**config.mk**
```make
export PLATFORM = sky130hd
export DESIGN_NAME = sevenseg_scan_rx
export DESIGN_NICKNAME = d
export VERILOG_FILES = /design/src/rtl/sevenseg_scan_rx.sv
export SDC_FILE = /design/constraint.sdc
export NUM_CORES = 1
export LEC_CHECK = 0
export ABC_AREA = 1
export BUFFER_PORTS_ARGS = -buffer_cell sky130_fd_sc_hd__buf_2
export CAP_MARGIN = 25
export CORE_MARGIN = 3
export CORE_UTILIZATION = 25
export CTS_CLUSTER_SIZE = 14
export DETAILED_ROUTE_END_ITERATION = 8
export SLEW_MARGIN = 30
export SYNTH_ARGS = -nofsm -noshare
export SYNTH_HDL_FRONTEND = slang
export SYNTH_SLANG_ARGS = --single-unit
```
**constraint.sdc**
```tcl
create_clock -name i_clk -period 2.69 [get_ports i_clk]
set_input_delay 0.807 -clock i_clk [delete_from_list [all_inputs] [get_ports i_clk]]
set_output_delay 0.807 -clock i_clk [all_outputs]
set_load 0.01 [all_outputs]
```
**src/rtl/sevenseg_scan_rx.sv**
```systemverilog
// Seven-segment scan receiver: debounces sampled (anode, segment) pairs,
// decodes segment patterns back to hex nibbles per digit and flags complete frames.
module sevenseg_scan_rx #(
    parameter int SETTLE     = 4,
    parameter bit ACTIVE_LOW = 1'b1
) (
    input  logic        i_clk,
    input  logic        i_rst,
    input  logic [3:0]  i_an,
    input  logic [6:0]  i_seg,
    output logic [15:0] o_digits,
    output logic [3:0]  o_digit_valid,
    output logic        o_frame_valid,
    output logic        o_err
);

    logic [3:0]  w_an;
    logic [6:0]  w_seg;
    logic [3:0]  r_s_an;
    logic [6:0]  r_s_seg;
    logic [7:0]  r_cnt;
    logic [3:0]  r_seen;
    logic [15:0] r_digits;
    logic [3:0]  r_valid;
    logic        r_frame;
    logic        r_err;

    logic        w_same;
    logic        w_capture;
    logic        w_onehot;
    logic        w_multi;
    logic        w_dec_ok;
    logic [3:0]  w_dec_val;
    logic [3:0]  w_seen_or;
    logic [15:0] w_digits_nxt;
    logic [3:0]  w_valid_nxt;
    logic [3:0]  w_seen_nxt;
    logic        w_frame_nxt;
    logic        w_err_nxt;

    assign w_an  = ACTIVE_LOW ? ~i_an  : i_an;
    assign w_seg = ACTIVE_LOW ? ~i_seg : i_seg;

    assign w_same    = (w_an == r_s_an) && (w_seg == r_s_seg);
    // Fires only on the SETTLE-1 -> SETTLE step, so a long stable period captures once.
    assign w_capture = w_same && (r_cnt == 8'(SETTLE - 1));
    assign w_onehot  = (w_an != 4'd0) && ((w_an & (w_an - 4'd1)) == 4'd0);
    assign w_multi   = (w_an != 4'd0) && !w_onehot;
    assign w_seen_or = r_seen | w_an;

    always_comb begin
        w_dec_ok  = 1'b1;
        w_dec_val = 4'h0;
        case (w_seg)
            7'h3F: w_dec_val = 4'h0;
            7'h06: w_dec_val = 4'h1;
            7'h5B: w_dec_val = 4'h2;
            7'h4F: w_dec_val = 4'h3;
            7'h66: w_dec_val = 4'h4;
            7'h6D: w_dec_val = 4'h5;
            7'h7D: w_dec_val = 4'h6;
            7'h07: w_dec_val = 4'h7;
            7'h7F: w_dec_val = 4'h8;
            7'h6F: w_dec_val = 4'h9;
            7'h77: w_dec_val = 4'hA;
            7'h7C: w_dec_val = 4'hB;
            7'h39: w_dec_val = 4'hC;
            7'h5E: w_dec_val = 4'hD;
            7'h79: w_dec_val = 4'hE;
            7'h71: w_dec_val = 4'hF;
            default: w_dec_ok = 1'b0;
        endcase
    end

    always_comb begin
        w_digits_nxt = r_digits;
        w_valid_nxt  = r_valid;
        w_seen_nxt   = r_seen;
        w_frame_nxt  = 1'b0;
        w_err_nxt    = 1'b0;
        if (w_capture) begin
            if (w_multi) begin
                w_err_nxt = 1'b1;
            end else if (w_onehot) begin
                if (w_dec_ok) begin
                    for (int k = 0; k < 4; k++) begin
                        if (w_an[k]) w_digits_nxt[4*k +: 4] = w_dec_val;
                    end
                    w_valid_nxt = r_valid | w_an;
                end else begin
                    w_err_nxt   = 1'b1;
                    w_valid_nxt = r_valid & ~w_an;
                end
                if (w_seen_or == 4'hF) begin
                    w_frame_nxt = 1'b1;
                    w_seen_nxt  = 4'h0;
                end else begin
                    w_seen_nxt  = w_seen_or;
                end
            end
        end
    end

    always_ff @(posedge i_clk) begin
        if (i_rst) begin
            r_s_an   <= 4'd0;
            r_s_seg  <= 7'd0;
            r_cnt    <= 8'd0;
            r_seen   <= 4'd0;
            r_digits <= 16'd0;
            r_valid  <= 4'd0;
            r_frame  <= 1'b0;
            r_err    <= 1'b0;
        end else begin
            r_s_an  <= w_an;
            r_s_seg <= w_seg;
            if (!w_same)
                r_cnt <= 8'd0;
            else if (r_cnt != 8'(SETTLE))
                r_cnt <= r_cnt + 8'd1;
            r_seen   <= w_seen_nxt;
            r_digits <= w_digits_nxt;
            r_valid  <= w_valid_nxt;
            r_frame  <= w_frame_nxt;
            r_err    <= w_err_nxt;
        end
    end

    assign o_digits      = r_digits;
    assign o_digit_valid = r_valid;
    assign o_frame_valid = r_frame;
    assign o_err         = r_err;

endmodule

```
# Word level (Yosys, flattened, before mapping)
# Index checks and enable logic that the tools add are counted.
dict set report totals {
  ff_bits 45
  word_cells 69
}
dict set report classes {
  n_mux 8
  n_reduce_logical 16
  n_addsub 2
  bitwise_logic 11
  eq_ne 21
}
# op count
set ops {}
lappend ops {{$eq A7 B7 Y1 const B} 12}
lappend ops {{$pmux W4 S15} 1}
lappend ops {{$reduce_and A5 Y1} 4}
lappend ops {{$reduce_or A16 Y1} 1}
lappend ops {{$eq A7 B3 Y1 const B} 2}
lappend ops {{$eq A7 B6 Y1 const B} 2}
lappend ops {{$add A8 B1 Y8 const B} 1}
lappend ops {{$and A4 B4 Y4} 2}
lappend ops {{$eq A8 B2 Y1 const B} 1}
lappend ops {{$mux W4} 2}
lappend ops {{$ne A8 B3 Y1 const B} 1}
lappend ops {{$not A4 Y4} 2}
lappend ops {{$or A4 B4 Y4} 2}
lappend ops {{$eq A7 B7 Y1} 1}
lappend ops {{$not A7 Y7} 1}
lappend ops {{$mux W1} 5}
lappend ops {{$eq A4 B4 Y1} 1}
lappend ops {{$eq A4 B4 Y1 const B} 1}
lappend ops {{$logic_and A1 B1 Y1} 4}
lappend ops {{$logic_not A4 Y1} 1}
lappend ops {{$not A1 Y1} 4}
lappend ops {{$reduce_bool A4 Y1} 1}
lappend ops {{$reduce_or A2 Y1} 2}
lappend ops {{$reduce_or A4 Y1} 1}
lappend ops {{other kinds (3)} 3}

# Logic depth before layout (Yosys ltp)
# Gate-level depths: netlist of the first run.
dict set report logic_depth {
  ltp_word 9
  mapped_depth 12
  depth_no_buf 11
}

# Worst setup path after synthesis of the first run
# Ideal clock, no wire load.
dict set report synth_timing {
  path_kind {input -> register}
  from {input i_an[2]}
  to {register r_digits[0], in the netlist o_digits[0]}
  n_path_buf 1
  setup_ns 0.134
  slack_ns 0.585
  t_required_ns 2.556
  path_stages 10
  t_arrival_ns 1.971
  cell_sequence {buf_2 > inv_1 > nand2_1 > nand2_2 > a21oi_4 > nand3_4 > nor3_4 > nand2_4 > nand2_1 > a21oi_1}
}
dict set report synth_between {
  elab_chain_len 9
  word_cells_on_any_way 13
}
# item line_no
set synth_rtl {}
lappend synth_rtl {{start: declaration} 9} ;# input logic [3:0] i_an,
lappend synth_rtl {{$not A4 Y4 *} 41} ;# assign w_an = ACTIVE_LOW ? ~i_an : i_an;
lappend synth_rtl {{$sub A4 B1 Y4} 47} ;# assign w_onehot = (w_an != 4'd0) && ((w_an & (w_an - 4'd1)) == 4'd0);
lappend synth_rtl {{$and A4 B4 Y4} 47}
lappend synth_rtl {{$logic_not A4 Y1} 47}
lappend synth_rtl {{$logic_and A1 B1 Y1} 47}
lappend synth_rtl {{$logic_not A1 Y1} 48} ;# assign w_multi = (w_an != 4'd0) && !w_onehot;
lappend synth_rtl {{$logic_and A1 B1 Y1} 48}
lappend synth_rtl {{$not A1 Y1 (no source line)} n/a}
lappend synth_rtl {{$reduce_and A5 Y1 (no source line) *} n/a}
lappend synth_rtl {{end signal: assignment} 122} ;# r_digits <= w_digits_nxt;
lappend synth_rtl {{end: declaration} 23} ;# logic [15:0] r_digits;
# Mark *: on every way between the ends. The rest lies on a longest branch, timed or not.
# A chain may end at the register's enable or synchronous reset.

# Final worst setup path of the first run
dict set report layout_timing {
  from {input i_seg[0]}
  to {register r_digits[10], in the netlist o_digits[10]}
}
dict set report layout_between {
  elab_chain_len 5
  word_cells_on_any_way 24
}
# item line_no
set layout_rtl {}
lappend layout_rtl {{start: declaration} 10} ;# input logic [6:0] i_seg,
lappend layout_rtl {{$not A7 Y7 *} 42} ;# assign w_seg = ACTIVE_LOW ? ~i_seg : i_seg;
lappend layout_rtl {{$eq A7 B7 Y1, or another cell as far along} 54} ;# case (w_seg)
lappend layout_rtl {{$reduce_or A16 Y1 (no source line) / $logic_and A1 B1 Y1 (equally long branches)} n/a}
lappend layout_rtl {{$mux W1 / $logic_and A1 B1 Y1 (equally long branches)} {54, 46}}
lappend layout_rtl {{$reduce_and A5 Y1 (no source line)} n/a}
# Marks and branches as above.

==> flow_summary.html, run 1 <==
<table>
<tr><th>Metric</th><th>Value</th></tr>
<tr><th colspan="2">Synth</th></tr>
<tr><td>Most frequent cells after synthesis</td><td>sky130_fd_sc_hd__nand2_1 (103), sky130_fd_sc_hd__nor2_1 (58), sky130_fd_sc_hd__dfxtp_1 (45), sky130_fd_sc_hd__inv_1 (40), sky130_fd_sc_hd__a21oi_1 (25)</td></tr>
<tr><td>Post-Synthesis Cell Area</td><td>2240 sq um</td></tr>
<tr><td>Flip-flop and latch count after synthesis</td><td>45</td></tr>
<tr><td>Cell taking the most area after synthesis</td><td>sky130_fd_sc_hd__dfxtp_1</td></tr>
<tr><td>Sequential area share after synthesis</td><td>about two fifths</td></tr>
<tr><td>Number of nets in the synthesized netlist</td><td>348</td></tr>
<tr><td>Average footprint of a synthesized cell</td><td>between 6 and 7 sq um</td></tr>
<tr><td>Proportion of netlist area held by the largest area contributor</td><td>roughly two fifths</td></tr>
<tr><td>Number of warnings printed during yosys synthesis</td><td>0</td></tr>
<tr><td>Dominant cells by area after synthesis</td><td>sky130_fd_sc_hd__dfxtp_1 (40%), sky130_fd_sc_hd__nand2_1 (17%), sky130_fd_sc_hd__nor2_1 (9.7%), sky130_fd_sc_hd__inv_1 (6.7%), sky130_fd_sc_hd__a21oi_1 (5.6%)</td></tr>
<tr><td>Unique masters post-synth</td><td>27</td></tr>
<tr><td>Most used flip-flop cell after synthesis</td><td>sky130_fd_sc_hd__dfxtp_1</td></tr>
<tr><td>Most frequent cell after synthesis</td><td>sky130_fd_sc_hd__nand2_1</td></tr>
<tr><td>Count of flip-flops with a built-in enable after synthesis</td><td>0</td></tr>
<tr><td>Post-Synthesis Cells</td><td>333</td></tr>
<tr><td>Async set-reset flop share out of synthesis</td><td>0%</td></tr>
<tr><th colspan="2">Finish</th></tr>
<tr><td>Number of nets at the end of the flow</td><td>384</td></tr>
<tr><td>Relative area change from synthesis to final layout</td><td>17.8%</td></tr>
<tr><td>Number of antenna repair diodes</td><td>0</td></tr>
<tr><td>Share of the core filled with cells</td><td>31.2%</td></tr>
<tr><td>Share of layout cells above drive strength 1</td><td>18.4%</td></tr>
<tr><th colspan="2">GRT</th></tr>
<tr><td>Via count of the first global-routing pass</td><td>1885</td></tr>
<tr><td>Final global-route overflow total</td><td>0</td></tr>
<tr><td>Wire length of the first global-routing pass</td><td>8.54 mm</td></tr>
<tr><td>Overall Global Routing Usage</td><td>10.4%</td></tr>
<tr><td>Antenna violations before repair</td><td>0</td></tr>
<tr><td>Pin count of the biggest net entering global routing</td><td>17</td></tr>
<tr><th colspan="2">Route</th></tr>
<tr><td>DRC violation total after the first TritonRoute iteration</td><td>58</td></tr>
<tr><td>Total Routed Length</td><td>between 5 and 6 mm</td></tr>
<tr><td>DR WL/cell</td><td>10.8 um</td></tr>
<tr><td>DR pass1 iterations</td><td>4</td></tr>
<tr><td>Via total after detailed routing</td><td>between 2000 and 2500</td></tr>
<tr><td>Residual antenna-violating net count after detailed routing</td><td>0</td></tr>
<tr><td>Drt drc</td><td>0</td></tr>
<tr><td>Via density</td><td>4.33</td></tr>
<tr><th colspan="2">Placement</th></tr>
<tr><td>Gp weighted congestion</td><td>0.829</td></tr>
<tr><td>Placed wire-length estimate after detailed placement</td><td>4.03 mm</td></tr>
<tr><td>Quantity of I/O buffers inserted on ports</td><td>34</td></tr>
<tr><th colspan="2">Critical path</th></tr>
<tr><td>Data required time of the critical path</td><td>2.88 ns</td></tr>
<tr><td>Arr. time, crit path</td><td>~2.2 ns</td></tr>
<tr><td>Worst setup path category</td><td>in -&gt; reg</td></tr>
<tr><td>Reg2reg path depth</td><td>8</td></tr>
<tr><td>Maximum fanout count along the critical path</td><td>13</td></tr>
<tr><td>Reg-to-reg critical path startpoint</td><td>r_cnt[0]</td></tr>
<tr><td>Crit. End Element</td><td>flop</td></tr>
<tr><td>Origin of the worst setup path</td><td>i_seg[0]</td></tr>
<tr><td>Critical Path Start Type</td><td>primary input</td></tr>
<tr><th colspan="2">Timing</th></tr>
<tr><td>Final worst path period need</td><td>approximately 2.0 ns</td></tr>
<tr><td>Final setup violation count</td><td>0</td></tr>
<tr><td>Slew Limit Headroom</td><td>between 60% and 70%</td></tr>
<tr><td>Final-report max-slew violation count</td><td>0</td></tr>
<tr><td>Crit share post-route</td><td>between 70% and 80%</td></tr>
<tr><td>Max Clock Skew</td><td>0.00460 ns</td></tr>
<tr><td>Final setup TNS</td><td>0 ns</td></tr>
<tr><td>Final Hold Slack</td><td>0.458 ns</td></tr>
<tr><td>Fmax</td><td>489 MHz</td></tr>
<tr><td>Setup repair after global routing missed its margin</td><td>false</td></tr>
<tr><td>Final number of hold-violating endpoints</td><td>0</td></tr>
<tr><td>Transition at the pin with the smallest max-transition slack</td><td>~0.47 ns</td></tr>
<tr><th colspan="2">CTS</th></tr>
<tr><td>Number of buffers inserted by hold repair at cts</td><td>0</td></tr>
<tr><td>CTS H-Tree Depth</td><td>2</td></tr>
<tr><td>CTS clock-pin slew for the worst setup and hold paths</td><td>approximately 0.090 ns</td></tr>
<tr><td>Number of resized instances in the post-cts repair step</td><td>0</td></tr>
<tr><td>Maximum buffer depth of the clock tree</td><td>2</td></tr>
<tr><td>Clock tree from TritonCTS</td><td>built</td></tr>
<tr><td>Clock network latency to the later pin of the worst-skew pair</td><td>0.29 ns</td></tr>
<tr><td>Clock buffer count from CTS</td><td>5</td></tr>
<tr><td>Clock tree root buffer cell</td><td>sky130_fd_sc_hd__clkbuf_8</td></tr>
<tr><td>Number of post-CTS setup repair buffers</td><td>0</td></tr>
<tr><td>Number of clock sinks</td><td>45</td></tr>
<tr><th colspan="2">Run status</th></tr>
<tr><td>Outcome</td><td>complete, no violations</td></tr>
<tr><th colspan="2">Floorplanning</th></tr>
<tr><td>Die boundary height</td><td>just over 100 um</td></tr>
<tr><td>Initial Utilization</td><td>between 20% and 30%</td></tr>
<tr><td>Overall die area</td><td>10100 sq um</td></tr>
<tr><td>I/O pins</td><td>35</td></tr>
<tr><td>Die Span X</td><td>101 um</td></tr>
<tr><td>Row count</td><td>33</td></tr>
<tr><td>Floorplan Core Area</td><td>8460 sq um</td></tr>
<tr><th colspan="2">Min path</th></tr>
<tr><td>Worst hold path startpoint</td><td>r_seen[1]</td></tr>
<tr><td>Number of cells traversed by the worst hold path</td><td>2</td></tr>
<tr><td>HP Class</td><td>reg -&gt; reg</td></tr>
<tr><th colspan="2">Power and ir drop</th></tr>
<tr><td>Overall power</td><td>1.32 mW</td></tr>
<tr><td>IR drop worst, VDD</td><td>about 0.18 mV</td></tr>
<tr><td>Leakage power summed over all cells</td><td>1.27 nW</td></tr>
<tr><td>P per Cell Area</td><td>500 nW/um^2</td></tr>
<tr><th colspan="2">Run</th></tr>
<tr><td>Total of max-cap violations</td><td>0</td></tr>
</table>
## per-layer routing
metal,vias to the layer above,share of wire [%],global-route usage (%)
met5,-,0,0
met4,0,0.37,2.69
met3,2,5.7,2.63
met2,56,46,16.9
met1,905,48,13.6
li1,1095,-,-
## per-stage QoR
stage | instance area (sq um) | worst slack (ns) | instances
finish | 2640 | 0.646 | 475
global placement | 2520 | 0.345 | 467
detailed placement | 2520 | 0.345 | 467
CTS | 2640 | 0.656 | 475
floorplan | 2240 | 0.585 | 333
global route | 2640 | 0.470 | 475
## logic make-up after synthesis
logic type / synth area share (%)
xor+xnor: 1.56
flops: 40.2
compound gates: 7.37
simple gates: 40.8
fa+ha+maj: 1.12
buf+inv: 8.88
## state kept, by name, indices dropped and copies added, names as in the netlist, named ones only
register,cells
o_digits,16
o_err,1
o_frame_valid,1
r_cnt,8
r_s_an,4
r_s_seg,7
r_seen,4
## cells in the final DEF, fill, tap and decap left out, types with 2 or more instances in the layout
| master | count |
|---|---|
| sky130_fd_sc_hd__buf_2 | 34 |
| sky130_fd_sc_hd__ha_1 | 2 |
| sky130_fd_sc_hd__nand4_1 | 3 |
| sky130_fd_sc_hd__xor2_1 | 2 |
| sky130_fd_sc_hd__nand2_2 | 5 |
| sky130_fd_sc_hd__nor2_2 | 3 |
| sky130_fd_sc_hd__dfxtp_1 | 45 |
| sky130_fd_sc_hd__nand2_1 | 103 |
| sky130_fd_sc_hd__nand3_1 | 14 |
| sky130_fd_sc_hd__nor3_1 | 5 |
| sky130_fd_sc_hd__a21oi_1 | 25 |
| sky130_fd_sc_hd__nand3_4 | 2 |
| sky130_fd_sc_hd__nor2_1 | 58 |
| sky130_fd_sc_hd__xnor2_1 | 2 |
| sky130_fd_sc_hd__nand2_4 | 2 |
| sky130_fd_sc_hd__nor3_4 | 4 |
| sky130_fd_sc_hd__clkbuf_8 | 6 |
| sky130_fd_sc_hd__inv_2 | 5 |
| sky130_fd_sc_hd__inv_1 | 40 |
## final timing paths
path,to,slack (ns)
worst max-delay path,o_digits[10],0.65
worst min-delay path,r_seen[1],0.46
worst max register to register,o_digits[7],0.80
worst min register to register,r_seen[1],0.46
## worst max-delay path: stages
cell,delay [ns]
sky130_fd_sc_hd__buf_2,0.13
sky130_fd_sc_hd__inv_1,0.06
sky130_fd_sc_hd__nand2_1,0.10
sky130_fd_sc_hd__nor2_1,0.07
sky130_fd_sc_hd__nand2_1,0.08
sky130_fd_sc_hd__nand3_1,0.10
sky130_fd_sc_hd__nor2_2,0.15
sky130_fd_sc_hd__nand3_2,0.31
sky130_fd_sc_hd__nand2_2,0.24
sky130_fd_sc_hd__inv_2,0.05
sky130_fd_sc_hd__nor2_1,0.08
sky130_fd_sc_hd__nor2_1,0.05
## area by class of cell
cell class	count	area [sq um]
Timing Repair Buffer	35	178
Clock buffer	6	82.6
Tap cell	105	131
Clock inverter	2	37.5
Inverter	45	169
Multi-Input combinational cell	237	1140
Sequential cell	45	901
Fill cell	900	5830
## power breakdown
| part | switching, mW | internal [mW] | total [mW] |
|---|---|---|---|
| clock network | 0.234 | 0.302 | 0.536 |
| logic | 0.0732 | 0.0310 | 0.104 |
| registers | 0.00380 | 0.674 | 0.678 |
| total | 0.311 | 1.01 | 1.32 |
Note: power is estimated with default switching activity, not from simulation.
==> run 2: changes to the inputs <==
==> constraint.sdc (replaced) <==
create_clock -name i_clk -period 1.8 [get_ports i_clk]
set_input_delay 0.54 -clock i_clk [delete_from_list [all_inputs] [get_ports i_clk]]
set_output_delay 0.54 -clock i_clk [all_outputs]
set_load 0.01 [all_outputs]
==> flow_summary.html, run 2 (same netlist as run 1, synthesis figures left out) <==
<table>
<tr><th>Metric</th><th>Value</th></tr>
<tr><th colspan="2">Run status</th></tr>
<tr><td>Outcome</td><td>complete, no violations (unchanged)</td></tr>
<tr><th colspan="2">Finish</th></tr>
<tr><td>Number of nets at the end of the flow</td><td>426 (was 384)</td></tr>
<tr><td>Number of antenna repair diodes</td><td>0 (unchanged)</td></tr>
<tr><td>Leading cell type in the layout, fill and taps excluded</td><td>sky130_fd_sc_hd__nand2_1 (unchanged)</td></tr>
<tr><td>Flip-flop count of the largest register, all copies and words added</td><td>16 (unchanged)</td></tr>
<tr><td>Relative area change from synthesis to final layout</td><td>33.2% (was 17.8%)</td></tr>
<tr><td>Share of layout cells above drive strength 1</td><td>28.9% (was 18.4%)</td></tr>
<tr><td>Final instance area</td><td>2980 sq um (was 2640 sq um)</td></tr>
<tr><td>Commonest cells after routing, fill and taps aside</td><td>sky130_fd_sc_hd__nand2_1 (102), sky130_fd_sc_hd__nor2_1 (52), sky130_fd_sc_hd__dfxtp_1 (45) (was sky130_fd_sc_hd__nand2_1 (103), sky130_fd_sc_hd__nor2_1 (58), sky130_fd_sc_hd__dfxtp_1 (45))</td></tr>
<tr><th colspan="2">GRT</th></tr>
<tr><td>Wire length of the first global-routing pass</td><td>9.25 mm (was 8.54 mm)</td></tr>
<tr><td>Final global-route overflow total</td><td>0 (unchanged)</td></tr>
<tr><td>Overall Global Routing Usage</td><td>11.3% (was 10.4%)</td></tr>
<tr><td>Via count of the first global-routing pass</td><td>2100 (was 1885)</td></tr>
<tr><td>Pin count of the biggest net entering global routing</td><td>17 (unchanged)</td></tr>
<tr><td>Antenna violations before repair</td><td>0 (unchanged)</td></tr>
<tr><th colspan="2">Route</th></tr>
<tr><td>Via density</td><td>4.18 (was 4.33)</td></tr>
<tr><td>Length of routed wiring on met1</td><td>2.63 mm (was 2.45 mm)</td></tr>
<tr><td>DRC violation total after the first TritonRoute iteration</td><td>60 (was 58)</td></tr>
<tr><td>Length of routed met2 wiring</td><td>2.61 mm (was 2.36 mm)</td></tr>
<tr><td>Total Routed Length</td><td>5.48 mm (was 5.12 mm)</td></tr>
<tr><td>Residual antenna-violating net count after detailed routing</td><td>0 (unchanged)</td></tr>
<tr><td>Via total after detailed routing</td><td>2159 (was 2058)</td></tr>
<tr><td>Uppermost layer routed</td><td>met4 (unchanged)</td></tr>
<tr><td>WL met3</td><td>172 um (was 294 um)</td></tr>
<tr><td>DR pass1 iterations</td><td>4 (unchanged)</td></tr>
<tr><td>DR WL/cell</td><td>10.6 um (was 10.8 um)</td></tr>
<tr><td>Drt drc</td><td>0 (unchanged)</td></tr>
<tr><th colspan="2">Placement</th></tr>
<tr><td>Placed wire-length estimate after detailed placement</td><td>4.37 mm (was 4.03 mm)</td></tr>
<tr><td>Placement-stage worst setup slack</td><td>-0.238 ns (was 0.345 ns)</td></tr>
<tr><td>Quantity of I/O buffers inserted on ports</td><td>34 (unchanged)</td></tr>
<tr><td>Gp weighted congestion</td><td>0.809 (was 0.829)</td></tr>
<tr><td>Cell Area, Placed</td><td>2850 sq um (was 2520 sq um)</td></tr>
<tr><th colspan="2">Timing</th></tr>
<tr><td>Fmax</td><td>593 MHz</td></tr>
<tr><td>Setup ws final</td><td>0.114 ns (was 0.646 ns)</td></tr>
<tr><td>Final worst path period need</td><td>1.69 ns</td></tr>
<tr><td>Slew Limit Headroom</td><td>78.2% (was 68.6%)</td></tr>
<tr><td>Crit share post-route</td><td>93.7%</td></tr>
<tr><td>Max Clock Skew</td><td>0.0121 ns (was 0.00460 ns)</td></tr>
<tr><td>Transition at the pin with the smallest max-transition slack</td><td>0.326 ns (was 0.467 ns)</td></tr>
<tr><td>Final-report max-slew violation count</td><td>0 (unchanged)</td></tr>
<tr><td>Final setup TNS</td><td>0 ns (unchanged)</td></tr>
<tr><td>Final number of hold-violating endpoints</td><td>0 (unchanged)</td></tr>
<tr><td>Final Hold Slack</td><td>0.464 ns (was 0.458 ns)</td></tr>
<tr><td>Final setup violation count</td><td>0 (unchanged)</td></tr>
<tr><th colspan="2">Min path</th></tr>
<tr><td>HP Class</td><td>reg -&gt; reg (unchanged)</td></tr>
<tr><td>Number of cells traversed by the worst hold path</td><td>2 (unchanged)</td></tr>
<tr><th colspan="2">Power and ir drop</th></tr>
<tr><td>Leakage power summed over all cells</td><td>1.47 nW (was 1.27 nW)</td></tr>
<tr><td>Overall power</td><td>1.89 mW (was 1.32 mW)</td></tr>
<tr><td>IR drop worst, VDD</td><td>0.266 mV (was 0.181 mV)</td></tr>
<tr><td>P per Cell Area</td><td>633 nW/um^2 (was 500 nW/um^2)</td></tr>
<tr><th colspan="2">CTS</th></tr>
<tr><td>Maximum buffer depth of the clock tree</td><td>2 (unchanged)</td></tr>
<tr><td>Clock tree from TritonCTS</td><td>built (unchanged)</td></tr>
<tr><td>CTS clock-pin slew for the worst setup and hold paths</td><td>0.10 ns (was 0.09 ns)</td></tr>
<tr><td>Number of clock sinks</td><td>45 (unchanged)</td></tr>
<tr><td>Clock tree root buffer cell</td><td>sky130_fd_sc_hd__clkbuf_8 (unchanged)</td></tr>
<tr><td>Clock buffer count from CTS</td><td>5 (unchanged)</td></tr>
<tr><td>CTS H-Tree Depth</td><td>2 (unchanged)</td></tr>
<tr><td>Clock network latency to the later pin of the worst-skew pair</td><td>0.30 ns (was 0.29 ns)</td></tr>
<tr><th colspan="2">Critical path</th></tr>
<tr><td>Maximum fanout count along the critical path</td><td>7 (was 13)</td></tr>
<tr><td>Reg2reg path depth</td><td>8 (unchanged)</td></tr>
<tr><td>Critical Path Start Type</td><td>flop (was primary input)</td></tr>
<tr><td>Data required time of the critical path</td><td>2.00 ns (was 2.88 ns)</td></tr>
<tr><td>Crit. End Element</td><td>flop (unchanged)</td></tr>
<tr><td>Arr. time, crit path</td><td>1.89 ns (was 2.24 ns)</td></tr>
<tr><td>Worst setup path category</td><td>reg -&gt; reg (was in -&gt; reg)</td></tr>
<tr><th colspan="2">Floorplanning</th></tr>
<tr><td>Initial Utilization</td><td>26.5% (unchanged)</td></tr>
<tr><td>Die boundary height</td><td>101 um (unchanged)</td></tr>
<tr><td>Floorplan Core Area</td><td>8460 sq um (unchanged)</td></tr>
<tr><td>I/O pins</td><td>35 (unchanged)</td></tr>
<tr><td>Die Span X</td><td>101 um (unchanged)</td></tr>
<tr><td>Overall die area</td><td>10100 sq um (unchanged)</td></tr>
<tr><td>Row count</td><td>33 (unchanged)</td></tr>
<tr><th colspan="2">Run</th></tr>
<tr><td>Total of max-cap violations</td><td>0 (unchanged)</td></tr>
</table>
## run 2: report_power, final
group | internal, mW | switching (mW)
clock | 0.281 | 0.382
combinational | 0.0891 | 0.122
sequential | 1.01 | 0.00597
total | 1.38 | 0.509
## run 2: cell type report
type	count	area, sq um
clock buffers	5	68.8
clock inverters	3	25.0
fillers	923	5480
inverters	45	169
multi-input cells	237	1170
flip-flops and latches	45	901
well taps	105	131
repair buffers	77	520
## run 2: routing by layer
layer	vias to the layer above	track usage [%]
met2	22	19.2
met5	-	0
li1	1176	-
met4	0	4.04
met1	956	14.0
met3	5	2.56
## run 2: what timing repair did
item | 4_1_cts | 5_1_grt
hold buffers | 0 | 0
gates resized for setup | 0 | 10
setup buffers | 0 | 1
setup endpoints to repair | 0 | 18
## run 2: final timing paths
check             slack, ns        start           to
setup / recovery       0.11     r_cnt[7]  o_digits[5]
hold / removal         0.46  o_digits[9]  o_digits[9]
setup reg to reg       0.11     r_cnt[7]  o_digits[5]
hold reg to reg        0.46  o_digits[9]  o_digits[9]
## run 2: critical path: stages (launching register included)
cell                      delay [ns]
sky130_fd_sc_hd__dfxtp_1        0.33
sky130_fd_sc_hd__nor2_1         0.15
sky130_fd_sc_hd__nand3_2        0.11
sky130_fd_sc_hd__nor2_2         0.19
sky130_fd_sc_hd__nand3_4        0.17
sky130_fd_sc_hd__nor3_4         0.35
sky130_fd_sc_hd__nand2_2        0.14
sky130_fd_sc_hd__nand2_1        0.09
sky130_fd_sc_hd__a21oi_1        0.05
## run 2: stage by stage
step	util, %	cells
global route	35.2	517
finish	35.2	517
floorplan	-	333
global placement	33.7	508
CTS	34.8	516
detailed placement	33.7	508
